<file path="config.mk">
export PLATFORM = sky130hd
export DESIGN_NAME = bcd_diff_display_driver_flat
export DESIGN_NICKNAME = d
export VERILOG_FILES = /design/src/rtl/bcd_diff_display_driver_if.sv /design/src/rtl/bcd_diff_display_driver.sv /design/src/flat_wrapper.sv
export SDC_FILE = /design/constraint.sdc
export NUM_CORES = 1
export LEC_CHECK = 0
export CORE_MARGIN = 3
export CORE_UTILIZATION = 55
export DETAILED_ROUTE_END_ITERATION = 10
export PLACE_DENSITY = 0.79
export SLEW_MARGIN = 20
export SYNTH_ARGS = -nofsm -noshare
export SYNTH_HDL_FRONTEND = slang
export SYNTH_SLANG_ARGS = --single-unit
</file>
<file path="constraint.sdc">
create_clock -name clk -period 2 [get_ports clk]
set_clock_uncertainty 0.1 [all_clocks]
set_input_delay 0.6 -clock clk [delete_from_list [all_inputs] [get_ports clk]]
set_output_delay 0.6 -clock clk [all_outputs]
set_load 0.05 [all_outputs]
</file>
<file path="src/rtl/bcd_diff_display_driver_if.sv">
// ---------------------------------------------------------------------------
// bcd_diff_display_driver_if
// Bundles the result-capture inputs and the display outputs of the BCD
// difference display driver.
//   load      : one-cycle capture strobe
//   diff_bcd  : two-digit BCD difference, [7:4] tens, [3:0] units
//   eac       : end-around carry, 1 = non-negative, 0 = negative
//   blank_lz  : 1 = blank the tens digit when it is zero (live, not captured)
//   seg       : segments {g,f,e,d,c,b,a}
//   an        : digit enables, [0] units, [1] tens, [2] sign
//   valid     : a result has been captured since reset
//   digit_err : captured value holds a nibble above 9
// master = producer of the result / viewer of the display, slave = driver.
// ---------------------------------------------------------------------------
interface bcd_diff_display_driver_if;
    logic       load;
    logic [7:0] diff_bcd;
    logic       eac;
    logic       blank_lz;
    logic [6:0] seg;
    logic [2:0] an;
    logic       valid;
    logic       digit_err;

    modport master (
        output load, diff_bcd, eac, blank_lz,
        input  seg, an, valid, digit_err
    );

    modport slave (
        input  load, diff_bcd, eac, blank_lz,
        output seg, an, valid, digit_err
    );
endinterface

</file>
<file path="src/rtl/bcd_diff_display_driver.sv">
// ---------------------------------------------------------------------------
// bcd_diff_display_driver
// Captures a two-digit BCD difference plus its sign and scans it onto a
// 3-digit multiplexed seven-segment display (sign, tens, units).
// Each digit slot lasts REFRESH_DIV cycles; the first GUARD cycles of every
// slot keep all anodes off so the previous digit cannot ghost into the next.
// Ports:
//   clk  : system clock
//   rst  : asynchronous active-high reset
//   bus  : bcd_diff_display_driver_if.slave (capture inputs, display outputs)
// seg/an are registered, one cycle behind the scan/captured state, and are
// inverted when ACTIVE_LOW = 1 (common-anode board).
// ---------------------------------------------------------------------------
module bcd_diff_display_driver #(
    parameter int unsigned REFRESH_DIV = 50000,
    parameter int unsigned GUARD       = 16,
    parameter bit          ACTIVE_LOW  = 1'b1
) (
    input logic                       clk,
    input logic                       rst,
    bcd_diff_display_driver_if.slave  bus
);

    localparam int unsigned CNT_W = $clog2(REFRESH_DIV);
    localparam logic [CNT_W-1:0] DIV_LAST  = CNT_W'(REFRESH_DIV - 1);
    localparam logic [CNT_W-1:0] GUARD_CNT = CNT_W'(GUARD);

    // XOR masks that turn a logical pattern into the board's drive level;
    // they are also the "everything off" levels.
    localparam logic [6:0] SEG_OFF = ACTIVE_LOW ? 7'b111_1111 : 7'b000_0000;
    localparam logic [2:0] AN_OFF  = ACTIVE_LOW ? 3'b111 : 3'b000;

    localparam logic [6:0] SEG_MINUS = 7'b100_0000;
    localparam logic [6:0] SEG_E     = 7'b111_1001;

    logic [CNT_W-1:0] div_cnt_r;
    logic [1:0]       slot_r;
    logic [7:0]       val_r;
    logic             neg_r;
    logic             valid_r;
    logic             digit_err_r;
    logic [6:0]       seg_r;
    logic [2:0]       an_r;

    logic             wrap_s;
    logic [6:0]       seg_logic_s;
    logic [2:0]       an_logic_s;

    // BCD nibble to segment code {g..a}; non-decimal nibbles show 'E'.
    function automatic logic [6:0] seg_decode(input logic [3:0] nib);
        logic [6:0] code;
        case (nib)
            4'd0:    code = 7'b011_1111;
            4'd1:    code = 7'b000_0110;
            4'd2:    code = 7'b101_1011;
            4'd3:    code = 7'b100_1111;
            4'd4:    code = 7'b110_0110;
            4'd5:    code = 7'b110_1101;
            4'd6:    code = 7'b111_1101;
            4'd7:    code = 7'b000_0111;
            4'd8:    code = 7'b111_1111;
            4'd9:    code = 7'b110_1111;
            default: code = SEG_E;
        endcase
        return code;
    endfunction

    // A BCD nibble is out of range when it exceeds 9.
    function automatic logic nibble_bad(input logic [3:0] nib);
        return (nib > 4'd9);
    endfunction

    assign wrap_s = (div_cnt_r == DIV_LAST);

    // Refresh divider and digit-slot sequencer (0 -> 1 -> 2 -> 0).
    always_ff @(posedge clk or posedge rst) begin
        if (rst) begin
            div_cnt_r <= '0;
            slot_r    <= 2'd0;
        end else if (wrap_s) begin
            div_cnt_r <= '0;
            case (slot_r)
                2'd0:    slot_r <= 2'd1;
                2'd1:    slot_r <= 2'd2;
                default: slot_r <= 2'd0;
            endcase
        end else begin
            div_cnt_r <= div_cnt_r + CNT_W'(1);
        end
    end

    // Result capture; independent of the scan so a load never restarts it.
    always_ff @(posedge clk or posedge rst) begin
        if (rst) begin
            val_r       <= 8'h00;
            neg_r       <= 1'b0;
            valid_r     <= 1'b0;
            digit_err_r <= 1'b0;
        end else if (bus.load) begin
            val_r       <= bus.diff_bcd;
            neg_r       <= ~bus.eac;
            valid_r     <= 1'b1;
            digit_err_r <= nibble_bad(bus.diff_bcd[7:4]) | nibble_bad(bus.diff_bcd[3:0]);
        end
    end

    // Logical anode/segment pattern for the current slot, dark during guard.
    always_comb begin
        seg_logic_s = 7'b000_0000;
        an_logic_s  = 3'b000;
        if (valid_r && (div_cnt_r >= GUARD_CNT)) begin
            case (slot_r)
                2'd0: begin
                    an_logic_s  = 3'b001;
                    seg_logic_s = seg_decode(val_r[3:0]);
                end
                2'd1: begin
                    an_logic_s = 3'b010;
                    if ((val_r[7:4] == 4'd0) && bus.blank_lz) begin
                        seg_logic_s = 7'b000_0000;
                    end else begin
                        seg_logic_s = seg_decode(val_r[7:4]);
                    end
                end
                2'd2: begin
                    an_logic_s = 3'b100;
                    if (neg_r) begin
                        seg_logic_s = SEG_MINUS;
                    end else begin
                        seg_logic_s = 7'b000_0000;
                    end
                end
                default: begin
                    an_logic_s  = 3'b000;
                    seg_logic_s = 7'b000_0000;
                end
            endcase
        end else begin
            seg_logic_s = 7'b000_0000;
            an_logic_s  = 3'b000;
        end
    end

    // Output registers with board polarity applied.
    always_ff @(posedge clk or posedge rst) begin
        if (rst) begin
            seg_r <= SEG_OFF;
            an_r  <= AN_OFF;
        end else begin
            seg_r <= seg_logic_s ^ SEG_OFF;
            an_r  <= an_logic_s ^ AN_OFF;
        end
    end

    assign bus.seg       = seg_r;
    assign bus.an        = an_r;
    assign bus.valid     = valid_r;
    assign bus.digit_err = digit_err_r;

endmodule
</file>
<file path="src/flat_wrapper.sv">
// flat-port wrapper written by rule: the top's interface ports become plain ports
module bcd_diff_display_driver_flat 
#(
    parameter int unsigned REFRESH_DIV = 50000,
    parameter int unsigned GUARD       = 16,
    parameter bit          ACTIVE_LOW  = 1'b1
)
  (clk, rst, bus_load, bus_diff_bcd, bus_eac, bus_blank_lz, bus_seg, bus_an, bus_valid, bus_digit_err);
  bcd_diff_display_driver_if bus_i ();
  input logic clk;
  input logic rst;
  input wire logic [$bits(bus_i.load)-1:0] bus_load;
  input wire logic [$bits(bus_i.diff_bcd)-1:0] bus_diff_bcd;
  input wire logic [$bits(bus_i.eac)-1:0] bus_eac;
  input wire logic [$bits(bus_i.blank_lz)-1:0] bus_blank_lz;
  output wire logic [$bits(bus_i.seg)-1:0] bus_seg;
  output wire logic [$bits(bus_i.an)-1:0] bus_an;
  output wire logic [$bits(bus_i.valid)-1:0] bus_valid;
  output wire logic [$bits(bus_i.digit_err)-1:0] bus_digit_err;
  assign bus_i.load = bus_load;
  assign bus_i.diff_bcd = bus_diff_bcd;
  assign bus_i.eac = bus_eac;
  assign bus_i.blank_lz = bus_blank_lz;
  assign bus_seg = bus_i.seg;
  assign bus_an = bus_i.an;
  assign bus_valid = bus_i.valid;
  assign bus_digit_err = bus_i.digit_err;
  bcd_diff_display_driver #(.REFRESH_DIV(REFRESH_DIV), .GUARD(GUARD), .ACTIVE_LOW(ACTIVE_LOW)) u_core (.clk(clk), .rst(rst), .bus(bus_i));
endmodule
</file>
==> impl_metrics.yaml <==
timing:
  setup_viol: 0
  period_needed_ns: 1.80
  tns_ns: 0
  fin_crit_sh: 0.901
  max_freq_mhz: 555
  relSlewSlack: 0.692
  hold_violations: 0
  maxSlewViolCount: 0
  worst_pin_slew_ns: 0.460
  rsz0062_at_grt: "false"
floorplan:
  die_area_mm2: 0.00440
  io_pins: 25
  die_w_um: 66.3
  die_y_um: 66.3
  initial_utilization: 0.586
  core-area_mm2: 0.00342
  num_rows: 21
cts:
  post_cts_resized: 0
  hold_buffers: 0
  insertion_delay_ns: 0.36
  cts_tree: "yes"
  cts_num_sinks: 39
  clkTransAtPathRegs_ns: 0.12
  cts_buffer_depth: 2
  htreeDepth: 2
  root_buffer: "clkbuf_4"
  numCtsBuffers: 5
  post_cts_buffers: 0
detailed_routing:
  dr.first_iter.drc_count: 62
  wl_per_cell_um: 14.2
  antenna_left: 0
  drc: 0
  wirelength_um: 3890
  vias: 1536
  drt-pass1-iter-count: 4
  routed_via_density: 5.61
worst_setup_path:
  cpMostUsedCell: "nor4_2"
  r2r-start: "u_core.div_cnt_r[4]$_DFF_PP0_"
  crit_fanout: 10
  rr_worst_depth: 5
  cp-start-kind: "flip-flop"
  crit_arrival_ns: 1.99
  crit_type: "reg -> reg"
  cpMaxStageDelayCell: "dfrtp_1"
  timing.critical_path.required_ns: 2.19
  cp_slowest_stage_delay_ns: 0.47
  cp_cell_sequence: "nor4_2, nand2_1, nor4_2, buf_4, mux2i_1"
  r2r_slack_ns: 0.20
  timing.rr.end: "u_core.slot_r[1]$_DFFE_PP0N_"
  cp-end-kind: "flip-flop"
synthesis:
  synth_edf_count: 0
  synth_area_mm2: 0.00200
  synth_top_cell_by_area: "dfrtp_1"
  synth_area_leaders: "dfrtp_1 36%, dfstp_2 13%, ha_1 7.5%"
  synth_top_area_share: 0.363
  ys_types: 39
  synthFlopType: "dfrtp_1"
  seq_area_frac_synth: 0.494
  async_flop_share: 1.00
  synth_fp_nets: 224
  synth_seq_cells: 39
  yosys_warnings: 0
  synth_most_common_cell: "dfrtp_1"
  yosys-top-cells-count: "29 x dfrtp_1, 19 x o21ai_0, 18 x nand2_1"
  synthCells: 199
  avgSynthCellArea_um2: 10.1
finish:
  fillers: 256
  nNetsFinal: 252
  regArea_um2: 988
  multiInputGateArea_um2: 927
  area_growth_pct: 23.8
  antennaDiodeCount: 0
  drive_gt1_frac: 0.193
grt:
  overflow: 0
  grt_pass1_wl_um: 6490
  grt_pass1_vias: 1441
  grt_max_degree: 40
  grt_use_total: 0.198
  grt_antenna_before_repair: 0
place:
  routabilityCongestion: 0.924
  port_buffers: 24
  dp_hpwl_um: 2930
power:
  leakagePower_nw: 1.08
  finalPower_mw: 1.61
  ir_drop_mv: 0.433
  cellPowerDensity_mw_per_mm2: 649
hold_path:
  min-delay-start: "u_core.div_cnt_r[0]$_DFF_PP0_"
  min_to: "u_core.div_cnt_r[0]$_DFF_PP0_"
  holdPathStages: 1
  min_path_type: "reg -> reg"
outcome:
  status: "finished clean"
flow_run:
  maxCapViolations: 0
-- cell type report --
cell class	instances	area share
well taps	46	0.0232
flip-flops and latches	39	0.399
inverters	16	0.0242
clock buffers	6	0.0167
multi-input cells	137	0.374
repair buffers	28	0.158
clock inverters	2	0.00505
-- registers in the layout, summed over array words and instances, names as in the netlist --
name / flops
u_core.val_r: 8
u_core.div_cnt_r: 16
u_core.bus.valid: 1
u_core.bus.an: 3
u_core.bus.digit_err: 1
u_core.neg_r: 1
u_core.slot_r: 2
u_core.bus.seg: 7
-- metrics by stage --
step	hold WS [ns]	setup WS, ns	utilization	instances	cell area (um2)
finish	0.416	0.197	0.725	274	2480
CTS	0.418	0.0900	0.723	274	2470
global placement	0.389	0.207	0.708	266	2420
floorplan	0.368	0.369	-	199	2000
detailed placement	0.401	0.115	0.708	266	2420
global route	0.449	0.0647	0.725	274	2480
-- power breakdown --
group          switching [mW]  total, mW  leakage, nW  internal (mW)
sequential             0.0447      0.886        0.469          0.842
combinational           0.175      0.332        0.586          0.157
clock                   0.255      0.390       0.0282          0.136
total                   0.474       1.61         1.08           1.13
-- placed cells by master, fill, tap and decap left out, types with 3 or more instances in the layout --
cell type	instances
clkdlybuf4s50_1	12
nor3_1	3
nand3_1	6
mux2i_1	3
inv_1	16
nand2_1	18
nor2_1	15
mux2_2	4
xor2_1	3
nor2b_1	5
buf_4	4
buf_12	12
or3_1	3
nand4_1	4
ha_1	12
a21oi_1	5
xnor2_1	10
dfrtp_1	29
o31a_1	3
clkbuf_4	5
dfstp_2	10
o21ai_0	19
-- cells by family after synthesis --
group                    count (synthesis)  share of synthesized area
multiplexers                             7                     0.0375
AND/OR/NAND/NOR                         66                      0.167
flip-flops                              39                      0.494
XOR/XNOR                                13                     0.0569
AO/OA/AOI/OAI                           39                      0.124
adder cells (fa/ha/maj)                 12                     0.0750
buffers and inverters                   23                     0.0463
-- layer usage --
metal	vias to the layer above	wire length, um	track usage	share of wire
li1	734	-	-	-
met1	739	1600	0.248	0.41
met2	53	1950	0.318	0.50
met3	10	245	0.0612	0.063
met4	0	82	0.0787	0.021
met5	-	0	0	0
-- how the worst max path moves through the flow --
stage | depth (start not counted) | start | to | slack, ns
floorplan | 4 | u_core.div_cnt_r[4]$_DFF_PP0_ | u_core.slot_r[0]$_DFFE_PP0N_ | 0.37
global placement | 2 | bus_load | u_core.val_r[3]$_DFFE_PP0P_ | 0.21
detailed placement | 5 | u_core.div_cnt_r[4]$_DFF_PP0_ | u_core.slot_r[1]$_DFFE_PP0N_ | 0.12
CTS | 5 | u_core.div_cnt_r[4]$_DFF_PP0_ | u_core.slot_r[1]$_DFFE_PP0N_ | 0.09
global route | 5 | u_core.div_cnt_r[4]$_DFF_PP0_ | u_core.slot_r[1]$_DFFE_PP0N_ | 0.06
finish | 5 | u_core.div_cnt_r[4]$_DFF_PP0_ | u_core.slot_r[1]$_DFFE_PP0N_ | 0.20
-- critical path: cells and delay by family, from the launching register on --
| kind | cells | cell delay (ns) |
|---|---|---|
| DFF | 1 | 0.47 |
| and+or+nand+nor | 3 | 0.72 |
| muxes | 1 | 0.21 |
| buffers and inverters | 1 | 0.24 |
Power figures use the tool's default switching activity.
